### config.mk
export PLATFORM = sky130hd
export DESIGN_NAME = mod_exp_ctrl
export DESIGN_NICKNAME = d
export VERILOG_FILES = /design/src/rtl/mf_pkg.sv /design/src/rtl/mod_exp_ctrl_divider.sv /design/src/rtl/mod_exp_ctrl.sv
export SDC_FILE = /design/constraint.sdc
export NUM_CORES = 2
export LEC_CHECK = 0
export ABC_CLOCK_PERIOD_IN_PS = 16600
export BUFFER_PORTS_ARGS = -buffer_cell sky130_fd_sc_hd__buf_2
export CORE_MARGIN = 2
export CORE_UTILIZATION = 40
export DETAILED_ROUTE_END_ITERATION = 6
export GPL_ROUTABILITY_DRIVEN = 0
export SLEW_MARGIN = 15
export SYNTH_ARGS = -nofsm -noshare
export SYNTH_HDL_FRONTEND = slang
export SYNTH_HIERARCHICAL = 1
export SYNTH_SLANG_ARGS = --single-unit
### constraint.sdc
create_clock -name sys_clk -period 16.6 [get_ports sys_clk]
set_input_delay 3.32 -clock sys_clk [delete_from_list [all_inputs] [get_ports sys_clk]]
set_output_delay 3.32 -clock sys_clk [all_outputs]
set_load 0.005 [all_outputs]
### src/rtl/mf_pkg.sv
`default_nettype none
// ============================================================================
//  Module      : mf_pkg
//  Description : Shared constants and state encoding for the Mersenne-factor
//                modular exponentiation controller (2^p mod q).
//  Revision    : 1.0 - initial release
// ============================================================================
package mf_pkg;

    // Default operand widths: candidate factor q and Mersenne exponent p
    localparam int MF_QBITS = 32;
    localparam int MF_EBITS = 32;

    // Controller sequencing states
    typedef enum logic [2:0] {
        IDLE     = 3'd0,
        SKIP     = 3'd1,
        SQ_START = 3'd2,
        SQ_GAP   = 3'd3,
        SQ_WAIT  = 3'd4,
        DBL      = 3'd5,
        DONE     = 3'd6
    } state_t;

endpackage : mf_pkg
`default_nettype wire

### src/rtl/mod_exp_ctrl_divider.sv
`default_nettype none
// ============================================================================
//  Module      : divider
//  Description : Sequential restoring divider producing numerator mod
//                denominator. One quotient bit per cycle, BITWIDTH cycles per
//                division. finished idles high, drops the edge after a start
//                is taken and rises again on the final iteration edge.
//  Revision    : 1.0 - initial release
// ============================================================================
module divider #(
    parameter int BITWIDTH = 64
) (
    input  logic                clk_i,
    input  logic                rst_ni,
    input  logic                start_i,
    input  logic [BITWIDTH-1:0] numerator_i,
    input  logic [BITWIDTH-1:0] denominator_i,
    output logic [BITWIDTH-1:0] remainder_o,
    output logic                finished_o
);

    localparam int CNTW = $clog2(BITWIDTH + 1);

    logic [BITWIDTH-1:0] rem_q, rem_d;
    logic [BITWIDTH-1:0] quo_q, quo_d;
    logic [BITWIDTH-1:0] den_q, den_d;
    logic [CNTW-1:0]     cnt_q, cnt_d;
    logic                run_q, run_d;
    logic                fin_q, fin_d;

    logic [BITWIDTH:0]   shift_w;
    logic [BITWIDTH:0]   sub_w;
    logic                ge_w;

    // Partial remainder shifted left with the next numerator bit brought in
    assign shift_w = {rem_q, quo_q[BITWIDTH-1]};
    assign sub_w   = shift_w - {1'b0, den_q};
    assign ge_w    = (shift_w >= {1'b0, den_q});

    // Next-state: load on start when idle, otherwise one restoring step per cycle
    always_comb begin
        rem_d = rem_q;
        quo_d = quo_q;
        den_d = den_q;
        cnt_d = cnt_q;
        run_d = run_q;
        fin_d = fin_q;
        if (!run_q && start_i) begin
            rem_d = '0;
            quo_d = numerator_i;
            den_d = denominator_i;
            cnt_d = CNTW'(BITWIDTH);
            run_d = 1'b1;
            fin_d = 1'b0;
        end else if (run_q) begin
            // Remainder always stays below the denominator, so it fits BITWIDTH bits
            rem_d = ge_w ? BITWIDTH'(sub_w) : BITWIDTH'(shift_w);
            quo_d = {quo_q[BITWIDTH-2:0], ge_w};
            cnt_d = cnt_q - CNTW'(1);
            if (cnt_q == CNTW'(1)) begin
                run_d = 1'b0;
                fin_d = 1'b1;
            end
        end
    end

    // Division state registers; active-low reset aborts any division in flight
    always_ff @(posedge clk_i or negedge rst_ni) begin
        if (!rst_ni) begin
            rem_q <= '0;
            quo_q <= '0;
            den_q <= '0;
            cnt_q <= '0;
            run_q <= 1'b0;
            fin_q <= 1'b1;
        end else begin
            rem_q <= rem_d;
            quo_q <= quo_d;
            den_q <= den_d;
            cnt_q <= cnt_d;
            run_q <= run_d;
            fin_q <= fin_d;
        end
    end

    assign remainder_o = rem_q;
    assign finished_o  = fin_q;

endmodule : divider
`default_nettype wire

### src/rtl/mod_exp_ctrl.sv
`default_nettype none
// ============================================================================
//  Module      : mod_exp_ctrl
//  Description : Computes 2^p mod q by left-to-right binary exponentiation to
//                test whether q divides the Mersenne number 2^p-1. Squaring
//                reduction uses the shared sequential divider; doubling is a
//                single conditional subtract.
//  Revision    : 1.0 - initial release
// ============================================================================
module mod_exp_ctrl
    import mf_pkg::*;
#(
    parameter int QBITS = MF_QBITS,
    parameter int EBITS = MF_EBITS
) (
    input  logic             sys_clk,
    input  logic             sys_rst,
    input  logic             start,
    input  logic [EBITS-1:0] exponent,
    input  logic [QBITS-1:0] candidate,
    output logic             busy,
    output logic             done,
    output logic [QBITS-1:0] result,
    output logic             is_factor,
    output logic             error
);

    localparam int IDXW = (EBITS > 1) ? $clog2(EBITS) : 1;
    localparam int DW   = 2 * QBITS;

    state_t           state_q, state_d;
    logic [EBITS-1:0] p_q, p_d;
    logic [QBITS-1:0] q_q, q_d;
    logic [QBITS-1:0] r_q, r_d;
    logic [IDXW-1:0]  idx_q, idx_d;
    logic             err_pend_q, err_pend_d;
    logic             done_q, done_d;
    logic [QBITS-1:0] result_q, result_d;
    logic             is_factor_q, is_factor_d;
    logic             error_q, error_d;

    logic             div_start;
    logic             div_rst_n;
    logic             div_finished;
    logic [DW-1:0]    div_num;
    logic [DW-1:0]    div_den;
    logic [DW-1:0]    div_rem;

    logic [DW-1:0]    sq_w;
    logic [QBITS:0]   dbl_t_w;
    logic [QBITS-1:0] dbl_r_w;
    logic             cur_bit_w;

    // Full-width square of the running residue feeds the divider
    assign sq_w    = DW'(r_q) * DW'(r_q);
    assign div_num = sq_w;
    assign div_den = DW'(q_q);

    // Doubling with r<q gives t<2q, so one conditional subtract restores r<q
    assign dbl_t_w = {r_q, 1'b0};
    assign dbl_r_w = (dbl_t_w >= {1'b0, q_q}) ? QBITS'(dbl_t_w - {1'b0, q_q})
                                               : QBITS'(dbl_t_w);

    assign cur_bit_w = p_q[idx_q];
    assign div_rst_n = ~sys_rst;

    divider #(
        .BITWIDTH (DW)
    ) u_divider (
        .clk_i         (sys_clk),
        .rst_ni        (div_rst_n),
        .start_i       (div_start),
        .numerator_i   (div_num),
        .denominator_i (div_den),
        .remainder_o   (div_rem),
        .finished_o    (div_finished)
    );

    // Next-state and datapath updates for the exponentiation sequence
    always_comb begin
        state_d     = state_q;
        p_d         = p_q;
        q_d         = q_q;
        r_d         = r_q;
        idx_d       = idx_q;
        err_pend_d  = err_pend_q;
        done_d      = 1'b0;
        result_d    = result_q;
        is_factor_d = is_factor_q;
        error_d     = error_q;
        div_start   = 1'b0;

        case (state_q)
            IDLE: begin
                if (start) begin
                    p_d   = exponent;
                    q_d   = candidate;
                    r_d   = QBITS'(1);
                    idx_d = IDXW'(EBITS - 1);
                    // Operands below 2 are rejected without any arithmetic
                    if (((candidate >> 1) == '0) || ((exponent >> 1) == '0)) begin
                        err_pend_d = 1'b1;
                        state_d    = DONE;
                    end else begin
                        err_pend_d = 1'b0;
                        state_d    = SKIP;
                    end
                end
            end
            SKIP: begin
                // Walk down from the top bit until the leading one of p
                if (cur_bit_w) begin
                    state_d = SQ_START;
                end else begin
                    idx_d = idx_q - IDXW'(1);
                end
            end
            SQ_START: begin
                div_start = 1'b1;
                state_d   = SQ_GAP;
            end
            SQ_GAP: begin
                // finished from the previous division is stale here
                state_d = SQ_WAIT;
            end
            SQ_WAIT: begin
                if (div_finished) begin
                    r_d     = QBITS'(div_rem);
                    state_d = DBL;
                end
            end
            DBL: begin
                if (cur_bit_w) begin
                    r_d = dbl_r_w;
                end
                if (idx_q == '0) begin
                    state_d = DONE;
                end else begin
                    idx_d   = idx_q - IDXW'(1);
                    state_d = SQ_START;
                end
            end
            DONE: begin
                done_d      = 1'b1;
                result_d    = err_pend_q ? '0 : r_q;
                is_factor_d = ~err_pend_q && (r_q == QBITS'(1));
                error_d     = err_pend_q;
                state_d     = IDLE;
            end
            default: begin
                state_d = IDLE;
            end
        endcase
    end

    // Controller registers; reset aborts any operation and clears all outputs
    always_ff @(posedge sys_clk or posedge sys_rst) begin
        if (sys_rst) begin
            state_q     <= IDLE;
            p_q         <= '0;
            q_q         <= '0;
            r_q         <= '0;
            idx_q       <= '0;
            err_pend_q  <= 1'b0;
            done_q      <= 1'b0;
            result_q    <= '0;
            is_factor_q <= 1'b0;
            error_q     <= 1'b0;
        end else begin
            state_q     <= state_d;
            p_q         <= p_d;
            q_q         <= q_d;
            r_q         <= r_d;
            idx_q       <= idx_d;
            err_pend_q  <= err_pend_d;
            done_q      <= done_d;
            result_q    <= result_d;
            is_factor_q <= is_factor_d;
            error_q     <= error_d;
        end
    end

    assign busy      = (state_q != IDLE);
    assign done      = done_q;
    assign result    = result_q;
    assign is_factor = is_factor_q;
    assign error     = error_q;

endmodule : mod_exp_ctrl
`default_nettype wire

==> flow_metrics.py <==
metrics = {
    "run_status": {
        "status": "completed",
    },
    "setup_path": {
        "crit_path_end_kind": "flop",
        "crit_top_cell": "fa_1",
        "critPathTopFamily": "adder cells",
        "cp_slowest_cell": "dfrtp_1",
        "worstPathArrival_ns": 10.29,
        "r2r_cells": 27,
        "cp_data_required_time_ns": 17.12,
        "reg2reg_from": "r_q[18]$_DFFE_PP0P_",
        "critPathLaunchType": "flop",
        "path_buf_inv": 6,
        "cp_num_cells": 27,
        "cpPeakStageDelay_ns": 0.77,
        "cp_max_fo": 19,
        "worstSetupPathType": "reg -> reg",
        "crit_start": "r_q[18]$_DFFE_PP0P_",
    },
    "clock_network": {
        "cts_setup_buffers": 0,
        "ctsResizeCount": 0,
        "clock-sinks": 341,
        "cts_made_buffers": 40,
        "clk_latency_ns": 0.64,
        "root_buffer": "clkbuf_16",
        "cts_hold_buf": 0,
        "cts_tree": "built",
        "htree_levels": 2,
        "clk_pin_slew_ns": 0.07,
        "clockBufferDepth": 3,
    },
    "hold_path": {
        "hold_path.class": "reg -> reg",
        "min_path_cells": 2,
        "min_from": "q_q[20]$_DFFE_PP0P_",
    },
    "place": {
        "hpwl_mm": 109,
        "io_buffer_count": 102,
        "dpl_worst_slack_ns": 7.00,
    },
    "global_routing": {
        "grt_max_degree": 99,
        "grt_overflow_total": 0,
        "grt_pass1_vias": 39400,
        "grt_antenna_before_repair": 5,
        "globalRouteTotalUtil_pct": 22.8,
        "grt_pass1_wl_mm": 228,
    },
    "synthesis": {
        "async_flop_share_pct": 100,
        "yosysWarnings": 6,
        "yosysTopAreaCell": "fa_1",
        "synth_top_cell_area_share_pct": 31.7,
        "synthCells": 5598,
        "syn_avg_cell_area_um2": 8.97,
        "synth-seq-area-share_pct": 17.0,
        "synth_edf_count": 0,
        "synthFlopType": "dfrtp_1",
        "yosys-top-cells-count": "inv_1 (1094), fa_1 (796), nand2_1 (736), ha_1 (393), dfrtp_1 (340)",
        "ys_seq_elements": 341,
        "synth_most_common_cell": "inv_1",
        "syn_area_um2": 50200,
        "synth_area_leaders": "fa_1 (32%), dfrtp_1 (17%), ha_1 (9.8%)",
        "synth.distinct_cells": 92,
    },
    "routing": {
        "drt_pre_antenna_iters": 6,
        "via_count": 38100,
        "drt_iter0_markers": 3096,
        "postRouteWirelength_mm": 142,
        "wl_per_cell_um": 19.6,
        "antenna_left": 0,
        "drt-vias-per-instance": 5.26,
        "drc": 0,
    },
    "sta": {
        "timing.fmax_mhz": 102,
        "timing.final.crit_share_pct": 58.8,
        "relSlewSlack_pct": 18.3,
        "hold_viol_final": 0,
        "setup_viol_count_final": 0,
        "rsz0062_at_grt": "no",
        "fin_skew_ns": 0.0688,
        "min_period_ns": 9.77,
        "setup_tns_ns": 0,
        "worst_slew_pin_slew_ns": 1.19,
        "fin_hold_ws_ns": 0.448,
        "worst_slack_ns": 6.83,
        "drv_slew": 0,
    },
    "floorplanning": {
        "die-area_um2": 128000,
        "rows": 130,
        "fp.coreArea_um2": 125000,
        "initial_core_util_pct": 40.2,
        "dieHeight_um": 358,
        "fp.dieW_um": 358,
        "pin_count": 103,
    },
    "layout": {
        "drive_above_1_share_pct": 5.42,
        "syn2layout_area_growth_pct": 6.89,
        "layout.nets": 6812,
    },
    "flow_run": {
        "cap_violations": 0,
    },
}
## path summary, 6_finish.rpt
kind                                                         to  slack [ns]
max in group asynchronous        u_divider/cnt_q[5]$_DFFE_PN0P_       11.65
worst min-delay path            u_divider/den_q[20]$_DFFE_PN0P_        0.45
worst max-delay path            u_divider/quo_q[56]$_DFFE_PN0P_        6.83
worst max register to register  u_divider/quo_q[56]$_DFFE_PN0P_        6.83
min in group asynchronous       u_divider/den_q[12]$_DFFE_PN0P_        2.85
worst min register to register  u_divider/den_q[20]$_DFFE_PN0P_        0.45
## state kept, by name (all words and copies together), names as in the netlist
signal,count
u_divider/remainder_o,64
u_divider/run_q,1
p_q,32
u_divider/den_q,64
u_divider/quo_q,64
is_factor,1
error,1
u_divider/finished_o,1
idx_q,5
r_q,32
state_q,3
result,32
u_divider/cnt_q,7
q_q,32
done,1
err_pend_q,1
## kinds of logic (layout without fill, tap and decap cells)
group	after synthesis	count (layout)	share of synthesized area [%]
adders and majority gates	1189	1189	41.5
and+or+nand+nor	1425	1425	13.1
xor gates and xnor gates	179	179	3.12
DFF	341	341	17.0
buffers and inverters	1383	1341	10.6
muxes	124	124	2.74
AOI/OAI and AO/OA	956	956	11.9
other	1	36	0.00747
## routing by layer
metal	vias up	track usage [%]	routed length, um
met3	236	3.57	9280
met5	-	0	0
li1	17600	-	-
met4	0	6.52	4530
met2	1227	36.1	64400
met1	19000	32.3	64000
## metrics by stage
step | cell area (um^2) | utilization (%) | std cells
after global placement | 52300 | 41.8 | 7164
after global routing | 53700 | 42.9 | 7238
after CTS | 53700 | 42.9 | 7238
after floorplan | 50300 | - | 5630
final | 53700 | 42.9 | 7241
after detailed placement | 52300 | 41.8 | 7164
## cell type report
cell class	instances	area (um^2)
Sequential cell	341	8540
Multi-Input combinational cell	3906	36500
Tap cell	1650	2060
Antenna cell	3	7.51
Timing Repair Buffer	162	961
Fill cell	12300	71400
Inverter	1105	4160
Clock buffer	53	1120
Clock inverter	21	314
## tightest hold or removal path, delay by kind of cell, from the launching register on
kind | cells | cell delay [ns]
DFF | 1 | 0.34
AOI/OAI and AO/OA | 1 | 0.06
and+or+nand+nor | 1 | 0.05
## cells in the final DEF, fill, tap and decap left out, types with 14 or more instances in the layout
cell type  instances
nand3_1           49
nor2_1           172
inv_1           1093
o21bai_1          30
nor2b_1           28
buf_4             60
and3_1            23
nand2b_1          36
dfrtp_1          337
buf_2            102
xnor2_1          104
nor3_1            38
ha_1             393
mux2i_1          105
nand4_1           52
clkbuf_16         40
nor4_1            24
a211oi_1          21
and2_1           220
o21a_1            23
xor2_1            75
a31oi_1           27
nand2_1          736
conb_1            33
o21ai_0          312
o221ai_1          18
a21o_1           102
o31ai_1           23
o21ai_1           32
fa_1             796
a21oi_1          220
a31o_2            14
Power is not shown: default switching activity piles up to over one toggle a cycle in this logic, so the estimate is an artifact.
